### src/rtl/alive_pkg.sv
`default_nettype none
// +--------------------------------------------------------------------+
// | alive_pkg                                                          |
// | Shared note table and FSM state type for the tone decoder.         |
// | Revision: 1.0                                                      |
// +--------------------------------------------------------------------+
package alive_pkg;

    localparam int NUM_NOTES = 12;

    typedef enum logic [1:0] {
        IDLE   = 2'd0,
        GATE   = 2'd1,
        SEARCH = 2'd2,
        REPORT = 2'd3
    } state_e;

    // Expected rising edges of octave-4 notes over a 250 ms gate.
    function automatic logic [7:0] note_edges(input logic [3:0] idx);
        logic [7:0] edges;
        case (idx)
            4'd0:    edges = 8'd65;
            4'd1:    edges = 8'd69;
            4'd2:    edges = 8'd73;
            4'd3:    edges = 8'd78;
            4'd4:    edges = 8'd82;
            4'd5:    edges = 8'd87;
            4'd6:    edges = 8'd92;
            4'd7:    edges = 8'd98;
            4'd8:    edges = 8'd104;
            4'd9:    edges = 8'd110;
            4'd10:   edges = 8'd116;
            4'd11:   edges = 8'd123;
            default: edges = 8'd0;
        endcase
        return edges;
    endfunction

endpackage
`default_nettype wire

### src/rtl/ms_timebase.sv
`default_nettype none
// +--------------------------------------------------------------------+
// | ms_timebase                                                        |
// | Prescaler producing a one-cycle tick every millisecond.            |
// | Revision: 1.0                                                      |
// +--------------------------------------------------------------------+
module ms_timebase (
    input  logic        clk,
    input  logic        rst_n,
    input  logic [15:0] ticks_per_milli,
    output logic        ms_tick
);

    logic [15:0] presc_q, presc_d;
    logic [15:0] lim_q, lim_d;
    logic [15:0] lim_now;

    // The period length is sampled at the start of each millisecond so a
    // rate change never truncates or stretches the one in progress.
    always_comb begin
        lim_now = (ticks_per_milli == 16'd0) ? 16'd1 : ticks_per_milli;
        lim_d   = (presc_q == 16'd0) ? lim_now : lim_q;
        ms_tick = (presc_q == (lim_d - 16'd1));
        presc_d = ms_tick ? 16'd0 : (presc_q + 16'd1);
    end

    always_ff @(posedge clk) begin
        if (!rst_n) begin
            presc_q <= 16'd0;
            lim_q   <= 16'd1;
        end else begin
            presc_q <= presc_d;
            lim_q   <= lim_d;
        end
    end

endmodule
`default_nettype wire

### src/rtl/tone_decoder.sv
`default_nettype none
// +--------------------------------------------------------------------+
// | tone_decoder                                                       |
// | Counts square-wave edges per gate and classifies against a table.  |
// | Revision: 1.0                                                      |
// +--------------------------------------------------------------------+
module tone_decoder
    import alive_pkg::*;
#(
    parameter int GATE_MS   = 250,
    parameter int TOL       = 1,
    parameter int MIN_EDGES = 8
) (
    input  logic        clk,
    input  logic        rst_n,
    input  logic [15:0] ticks_per_milli,
    input  logic        sound_in,
    output logic [3:0]  note_idx,
    output logic        note_valid,
    output logic        note_hit,
    output logic        silence,
    output logic [7:0]  edge_count
);

    localparam logic [15:0]       C_GATE_LAST = 16'(GATE_MS - 1);
    localparam logic [7:0]        C_MIN       = 8'(MIN_EDGES);
    localparam logic signed [8:0] C_TOL       = 9'(TOL);
    localparam logic [3:0]        C_LAST_IDX  = 4'(NUM_NOTES - 1);

    logic        ms_tick;
    logic        sync1_q, sync2_q, prev_q;
    logic        edge_det, gate_end, hit_now, silent_now;
    logic signed [8:0] diff, adiff;

    logic [15:0] ms_cnt_q, ms_cnt_d;
    logic [7:0]  live_q, live_d;
    logic [7:0]  cap_q, cap_d;
    state_e      state_q, state_d;
    logic [3:0]  idx_q, idx_d;
    logic [3:0]  note_idx_q, note_idx_d;
    logic        note_valid_q, note_valid_d;
    logic        note_hit_q, note_hit_d;
    logic        silence_q, silence_d;
    logic [7:0]  edge_count_q, edge_count_d;

    ms_timebase u_timebase (
        .clk             (clk),
        .rst_n           (rst_n),
        .ticks_per_milli (ticks_per_milli),
        .ms_tick         (ms_tick)
    );

    always_comb begin
        edge_det = sync2_q & ~prev_q;
        gate_end = ms_tick && (ms_cnt_q == C_GATE_LAST);

        ms_cnt_d = ms_cnt_q;
        if (ms_tick) begin
            ms_cnt_d = gate_end ? 16'd0 : (ms_cnt_q + 16'd1);
        end

        // An edge on the boundary cycle belongs to the gate that is starting.
        if (gate_end) begin
            live_d = {7'd0, edge_det};
            cap_d  = live_q;
        end else begin
            live_d = (edge_det && (live_q != 8'hFF)) ? (live_q + 8'd1) : live_q;
            cap_d  = cap_q;
        end

        diff       = $signed({1'b0, cap_q}) - $signed({1'b0, note_edges(idx_q)});
        adiff      = diff[8] ? -diff : diff;
        hit_now    = (adiff <= C_TOL);
        silent_now = (cap_q < C_MIN);

        state_d      = state_q;
        idx_d        = idx_q;
        note_idx_d   = note_idx_q;
        note_valid_d = 1'b0;
        note_hit_d   = note_hit_q;
        silence_d    = silence_q;
        edge_count_d = edge_count_q;

        case (state_q)
            IDLE: state_d = GATE;
            GATE: begin
                if (gate_end) begin
                    state_d = SEARCH;
                    idx_d   = 4'd0;
                end
            end
            SEARCH: begin
                if (silent_now || hit_now || (idx_q == C_LAST_IDX)) begin
                    state_d      = REPORT;
                    note_valid_d = 1'b1;
                    edge_count_d = cap_q;
                    silence_d    = silent_now;
                    note_hit_d   = hit_now && !silent_now;
                    if (hit_now && !silent_now) begin
                        note_idx_d = idx_q;
                    end
                end else begin
                    idx_d = idx_q + 4'd1;
                end
            end
            REPORT: state_d = GATE;
            default: state_d = IDLE;
        endcase
    end

    always_ff @(posedge clk) begin
        if (!rst_n) begin
            sync1_q      <= 1'b0;
            sync2_q      <= 1'b0;
            prev_q       <= 1'b0;
            ms_cnt_q     <= 16'd0;
            live_q       <= 8'd0;
            cap_q        <= 8'd0;
            state_q      <= IDLE;
            idx_q        <= 4'd0;
            note_idx_q   <= 4'd0;
            note_valid_q <= 1'b0;
            note_hit_q   <= 1'b0;
            silence_q    <= 1'b1;
            edge_count_q <= 8'd0;
        end else begin
            sync1_q      <= sound_in;
            sync2_q      <= sync1_q;
            prev_q       <= sync2_q;
            ms_cnt_q     <= ms_cnt_d;
            live_q       <= live_d;
            cap_q        <= cap_d;
            state_q      <= state_d;
            idx_q        <= idx_d;
            note_idx_q   <= note_idx_d;
            note_valid_q <= note_valid_d;
            note_hit_q   <= note_hit_d;
            silence_q    <= silence_d;
            edge_count_q <= edge_count_d;
        end
    end

    assign note_idx   = note_idx_q;
    assign note_valid = note_valid_q;
    assign note_hit   = note_hit_q;
    assign silence    = silence_q;
    assign edge_count = edge_count_q;

endmodule
`default_nettype wire

### config.mk
export PLATFORM = sky130hd
export DESIGN_NAME = tone_decoder
export DESIGN_NICKNAME = d
export VERILOG_FILES = /design/src/rtl/alive_pkg.sv /design/src/rtl/ms_timebase.sv /design/src/rtl/tone_decoder.sv
export SDC_FILE = /design/constraint.sdc
export NUM_CORES = 1
export LEC_CHECK = 0
export ABC_AREA = 1
export CAP_MARGIN = 20
export CORE_MARGIN = 1.5
export CORE_UTILIZATION = 55
export CTS_BUF_LIST = sky130_fd_sc_hd__clkbuf_2 sky130_fd_sc_hd__clkbuf_4 sky130_fd_sc_hd__clkbuf_8
export CTS_CLUSTER_DIAMETER = 120
export DETAILED_ROUTE_END_ITERATION = 8
export PLACE_DENSITY = 0.72
export SLEW_MARGIN = 20
export SYNTH_ARGS = -nofsm -noshare
export SYNTH_HDL_FRONTEND = slang
export SYNTH_SLANG_ARGS = --single-unit
### constraint.sdc
create_clock -name clk -period 4.1 [get_ports clk]
set_clock_uncertainty 0.05 [all_clocks]
set_input_delay 0.82 -clock clk [delete_from_list [all_inputs] [get_ports clk]]
set_output_delay 0.82 -clock clk [all_outputs]
set_load 0.005 [all_outputs]
Word-level counts from Yosys, hierarchy flattened
Memory sizes are Yosys's and may differ from the RTL's. A register that Yosys moved wholly into a read port is not among the register bits.
Index checks and enable logic that the tools add are counted.
Widths: inputs -> output; s select.
- register bits after elaboration: 88
- ROM bits: 112
- input bits: 19
- output and inout bits: 15
- word-level logic and storage cells: 73
- memories kept: 1
- add/subtract/negate cells: 7
- magnitude comparators: 2
- eq/ne operators: 10
- multiplexer cells: 15
- bitwise gates (word level): 3
- reduce and logical (&&, ||, !) cells: 19
- memory list (memory ; depth ; bits a word ; read ports ; clocked after memory_dff ; write ports ; line ; RTL):
    (name not given) ; 16 ; 7 ; 1 ; 1 ; 0 ; alive_pkg.sv:21 ; case (idx)
- operators by type and width (cell ; count):
    $mux 16 ; 3
    $add 16x1->16 const B ; 2
    $logic_not 16->1 ; 2
    $eq 16x16->1 ; 1
    $eq 16x8->1 const B ; 1
    $mux 4 ; 4
    $sub 16x1->16 const B ; 1
    $le 9x2->1 const B ; 1
    $mux 9 ; 1
    $neg 9->9 ; 1
    $sub 8x8->9 ; 1
    $add 8x1->8 const B ; 1
    $lt 8x4->1 const B ; 1
    $ne 8x8->1 const B ; 1
    $pmux 4 s2 ; 1
    $ne 2x2->1 const B ; 3
    $pmux 2 s3 ; 1
    $reduce_and 2->1 ; 3
    $reduce_and 3->1 ; 2
    $reduce_or 2->1 ; 3
    $add 4x1->4 const B ; 1
    $eq 2x2->1 const B ; 2
    $eq 4x4->1 const B ; 1
    $mux 2 ; 2
    9 further kinds ; 16

Logic depth before layout (Yosys ltp)
- depth after elaboration: 10
- gate-level depth with buffers: 32
- gate-level depth less buffers: 31

Hierarchy
A second synthesis with hierarchy kept.
- cells, all modules: 907
- area, all modules: 6293.5 sq um
- by module, submodules not included (module ; instances ; cells each ; area an instance (sq um) ; seq. area each (sq um)):
    tone_decoder ; 1 ; 513 ; 3575.9 ; 1261.2
    ms_timebase ; 1 ; 394 ; 2717.6 ; 640.6

Worst setup path after synthesis
No wires, ideal clock.
- path kind: input to register
- start point: input port ticks_per_milli[6]
- end point: register (tool-made name)
- setup time: 0.112 ns
- arrival time: 3.454 ns
- required time: 3.938 ns
- path slack: 0.483 ns
- stages: 25
- path buffers: 0
- path through: nor2_1 nand2_1 nor2_1 nand2_1 nand3_1 nand2_1 ha_1 nand3_1 inv_1 nand2_2 nor2_4 nand2_1 xor2_1 nand2_1 nor2_2 nand3_4 nand2_4 nand2_4 o21ai_1 nor2_4 ha_1 nand3_1 nand2_1 nand2_1 nand2_1
- RTL lines (what ; line ; RTL):
    start, declared ; tone_decoder.sv:16 ; input logic [15:0] ticks_per_milli,

==> qor.log <==
qor: floorplanning.floorplan.die.height 105 um
qor: clocking.post_cts.repair.setup_buffers 0
qor: pwr.pwr_density_cell 417 nW/um^2
qor: logic_synthesis.sequential_element_share_of_the_synthesized_area 33.5%
qor: worst_setup_path.endpoint_kind flip-flop
qor: worst_setup_path.worstReg2RegStart cap_q[0]
qor: logic_synthesis.postSynthRegisterBits 95
qor: worst_setup_path.timing.critical_path.required 4.33 ns
qor: clocking.root_buffer sky130_fd_sc_hd__clkbuf_8
qor: timing.max_freq 266 MHz
qor: pwr.p_total 2.76 mW
qor: final_layout.sequential_cell_area 1900 um^2
qor: grt.leftover_overflow_at_the_end_of_global_routing 0
qor: clocking.tritoncts done
qor: logic_synthesis.synth_area_per_cell 6.86 um^2
qor: timing.setup_viol 0
qor: worst_hold_path.min-delay-start sync1_q
qor: final_layout.finish.net_count 934
qor: floorplanning.fp.dieW 105 um
qor: final_layout.final_layout_size_suffix_gt1_share 13.3%
qor: routing.totalWireLength 13200 um
qor: pwr.total_leakage_power 2.96 nW
qor: worst_hold_path.worst_hold_path.endpoint sync2_q
qor: worst_setup_path.reg2regPathDepth 25
qor: floorplanning.core_region_area 9910 um^2
qor: logic_synthesis.postSynth.topFlopCell sky130_fd_sc_hd__dfxtp_1
qor: place.globalplace.congestion 0.965
qor: clocking.clkSlewWorstSetupHoldPaths 0.09 ns
qor: clocking.insertion_delay 0.37 ns
qor: worst_setup_path.timing.reg2reg.setup_slack 0.44 ns
qor: floorplanning.pin_count 34
qor: final_layout.most_frequent_cells_in_the_layout sky130_fd_sc_hd__nand2_1 (179), sky130_fd_sc_hd__inv_1 (105), sky130_fd_sc_hd__nor2_1 (102), sky130_fd_sc_hd__dfxtp_1 (95), sky130_fd_sc_hd__nand3_1 (66)
qor: grt.global_route_wire_length_before_repair 22500 um
qor: worst_setup_path.worstSetupPathType in2reg
qor: floorplanning.floorplan.initialDensity 57.3%
qor: timing.finalCriticalPeriod 3.75 ns
qor: final_layout.diodes 0
qor: clocking.hold_buffers 0
qor: timing.tightestPinTransition 0.772 ns
qor: grt.first_global_vias 5080
qor: logic_synthesis.synth_enable_flop_cells 0
qor: job.cap_violations 0
qor: clocking.htreeDepth 3
qor: routing.detail_route.drc_violations 0
qor: worst_hold_path.hold_path_class reg2reg
qor: place.hpwl 10300 um
qor: logic_synthesis.synthesis.yosys.warnings 0
qor: routing.drt_pre_antenna_iters 5
qor: floorplanning.die_area 10900 um^2
qor: final_layout.finalInstanceArea 6620 um^2
qor: routing.detail_route.wl_per_cell 12.8 um
qor: final_layout.mostFrequentLayoutCell sky130_fd_sc_hd__nand2_1
qor: routing.viasPerCell 5.13
qor: pwr.ir_worst_vdd 0.323 mV
qor: routing.antenna_left 0
qor: worst_setup_path.worst_ep_arrival_time 3.98 ns
qor: routing.num_vias 5297
qor: place.total_placed_instance_area 6380 um^2
qor: grt.grt_usage 25.1%
qor: final_layout.multiInputGateArea 3330 um^2
qor: worst_hold_path.timing.hold.worst_path_depth 2
qor: place.io_buffer_count 33
qor: routing.count_of_routing_violations_after_the_opening_detailed_route_iteration 322
qor: status.run_status completed
qor: final_layout.nFillCells 919
qor: final_layout.area.growth.synth_to_final 16.7%
qor: grt.antenna_found_initial 0
qor: timing.drv_slew 0
qor: logic_synthesis.synth.cell_area 5670 um^2
qor: logic_synthesis.synth.net_count 867
qor: timing.final_min_period_over_clock_period 91.6%
qor: logic_synthesis.syn-instance-count 827
qor: floorplanning.fp-row-count 36
qor: clocking.clock_sink_count 95
qor: grt.grt_max_degree 28
qor: clocking.cts_made_buffers 9
qor: timing.timing.max_slew.rel_slack 48.1%
qor: logic_synthesis.netlist-cell-type-count 39
qor: timing.finalHoldViolations 0
qor: clocking.cts.path.max_buffers 2
qor: worst_setup_path.cp-start-kind input pin
qor: worst_setup_path.cp_max_fo 5
qor: logic_synthesis.synthArstFlopShare 0%
worst max-delay path, cell delays in order:
cell	delay, ns
sky130_fd_sc_hd__clkdlybuf4s50_1	0.50
sky130_fd_sc_hd__nor2_1	0.05
sky130_fd_sc_hd__nand2_1	0.06
sky130_fd_sc_hd__nor2_1	0.04
sky130_fd_sc_hd__nand2_1	0.06
sky130_fd_sc_hd__nand3_1	0.10
sky130_fd_sc_hd__nand2_1	0.09
sky130_fd_sc_hd__ha_2	0.20
sky130_fd_sc_hd__nand3_2	0.10
sky130_fd_sc_hd__inv_1	0.08
sky130_fd_sc_hd__nand2_2	0.08
sky130_fd_sc_hd__nor2_4	0.16
sky130_fd_sc_hd__nand2_1	0.11
sky130_fd_sc_hd__xor2_2	0.16
sky130_fd_sc_hd__nand2_1	0.11
sky130_fd_sc_hd__nor2_4	0.15
sky130_fd_sc_hd__nand3_4	0.10
sky130_fd_sc_hd__nand2_4	0.10
sky130_fd_sc_hd__buf_4	0.13
sky130_fd_sc_hd__nand3_1	0.07
sky130_fd_sc_hd__nand2_2	0.11
sky130_fd_sc_hd__nor2_4	0.05
sky130_fd_sc_hd__ha_1	0.30
sky130_fd_sc_hd__nand3_1	0.09
sky130_fd_sc_hd__nand2_1	0.06
sky130_fd_sc_hd__nand2_1	0.05
sky130_fd_sc_hd__nand2_1	0.05
cell usage after synthesis, types with 9 or more instances:
cell type                 count  area share (%)
sky130_fd_sc_hd__nor2_2       9            0.99
sky130_fd_sc_hd__nor3_1      18             1.6
sky130_fd_sc_hd__nand2_1    179              12
sky130_fd_sc_hd__ha_1        20             4.4
sky130_fd_sc_hd__inv_1      105             6.9
sky130_fd_sc_hd__dfxtp_1     95              34
sky130_fd_sc_hd__nand3_1     67             5.9
sky130_fd_sc_hd__a21oi_1     49             4.3
sky130_fd_sc_hd__o21ai_0     32             2.8
sky130_fd_sc_hd__nor2_1     103             6.8
sky130_fd_sc_hd__nand2_2     21             2.3
sky130_fd_sc_hd__xor2_1      30             4.6
sky130_fd_sc_hd__xnor2_1      9             1.4
metrics by stage:
| step | hold slack (ns) | setup TNS [ns] | util (%) | setup WS, ns | std cells |
|---|---|---|---|---|---|
| after global placement | 0.344 | -0.00170 | 64.3 | -0.00170 | 1016 |
| after global routing | 0.380 | -0.00504 | 66.8 | -0.00504 | 1032 |
| after CTS | 0.368 | 0 | 66.5 | 0.268 | 1032 |
| after floorplan | 0.340 | 0 | - | 0.483 | 827 |
| after detailed placement | 0.353 | -0.275 | 64.3 | -0.126 | 1016 |
| final | 0.365 | 0 | 66.8 | 0.345 | 1032 |
sequential cells by signal, indices dropped and copies added (netlist names), 2 cells and up, named ones only:
name,flops
note_idx,4
live_q,8
idx_q,4
cap_q,8
state_q,2
u_timebase.presc_q,16
u_timebase.lim_q,16
ms_cnt_q,16
edge_count,8
kinds of logic (layout without fill, tap and decap cells):
kind of cell / Yosys count / after routing / share of synthesized area, %
buffers and inverters: 122 / 194 / 8.42
XOR/XNOR: 39 / 39 / 6.02
flip-flops: 95 / 95 / 33.5
adder cells (fa/ha/maj): 21 / 21 / 4.76
AO/OA/AOI/OAI: 101 / 101 / 9.48
AND/OR/NAND/NOR: 449 / 449 / 37.8
metal layers:
metal  part of all wire, %  global-route usage (%)  vias up
li1                      -                       -     2773
met1                    48                    32.6     2407
met2                    45                    42.3       96
met3                   4.4                    4.43       21
met4                   1.8                    8.02        0
met5                     0                       0        -
worst max path at each step:
stage / startpoint / endpoint / slack [ns]
global placement: ticks_per_milli[6] / flip-flop / -0.002
floorplan: ticks_per_milli[6] / flip-flop / 0.48
global route: ticks_per_milli[6] / flip-flop / -0.005
detailed placement: ticks_per_milli[3] / flip-flop / -0.13
CTS: ticks_per_milli[3] / flip-flop / 0.27
finish: ticks_per_milli[3] / flip-flop / 0.35
power by group:
group / total [mW] / leakage [nW] / internal [mW] / switching [mW]
combinational: 1.04 / 2.08 / 0.431 / 0.614
clock: 0.666 / 0.109 / 0.333 / 0.333
sequential: 1.05 / 0.772 / 1.01 / 0.0444
total: 2.76 / 2.96 / 1.77 / 0.991
what timing repair did:
item                       4_1_cts  5_1_grt
setup endpoints to repair        0        3
resized for setup                0        7
hold endpoints to repair         0        0
area by class of cell:
cell class / count / area share [%]
multi-input cells: 610 / 50.2
flip-flops and latches: 95 / 28.7
repair buffers: 70 / 9.18
inverters: 108 / 6.12
well taps: 133 / 2.51
clock buffers: 12 / 2.49
clock inverters: 4 / 0.774
Note: power is estimated with default switching activity, not from simulation.
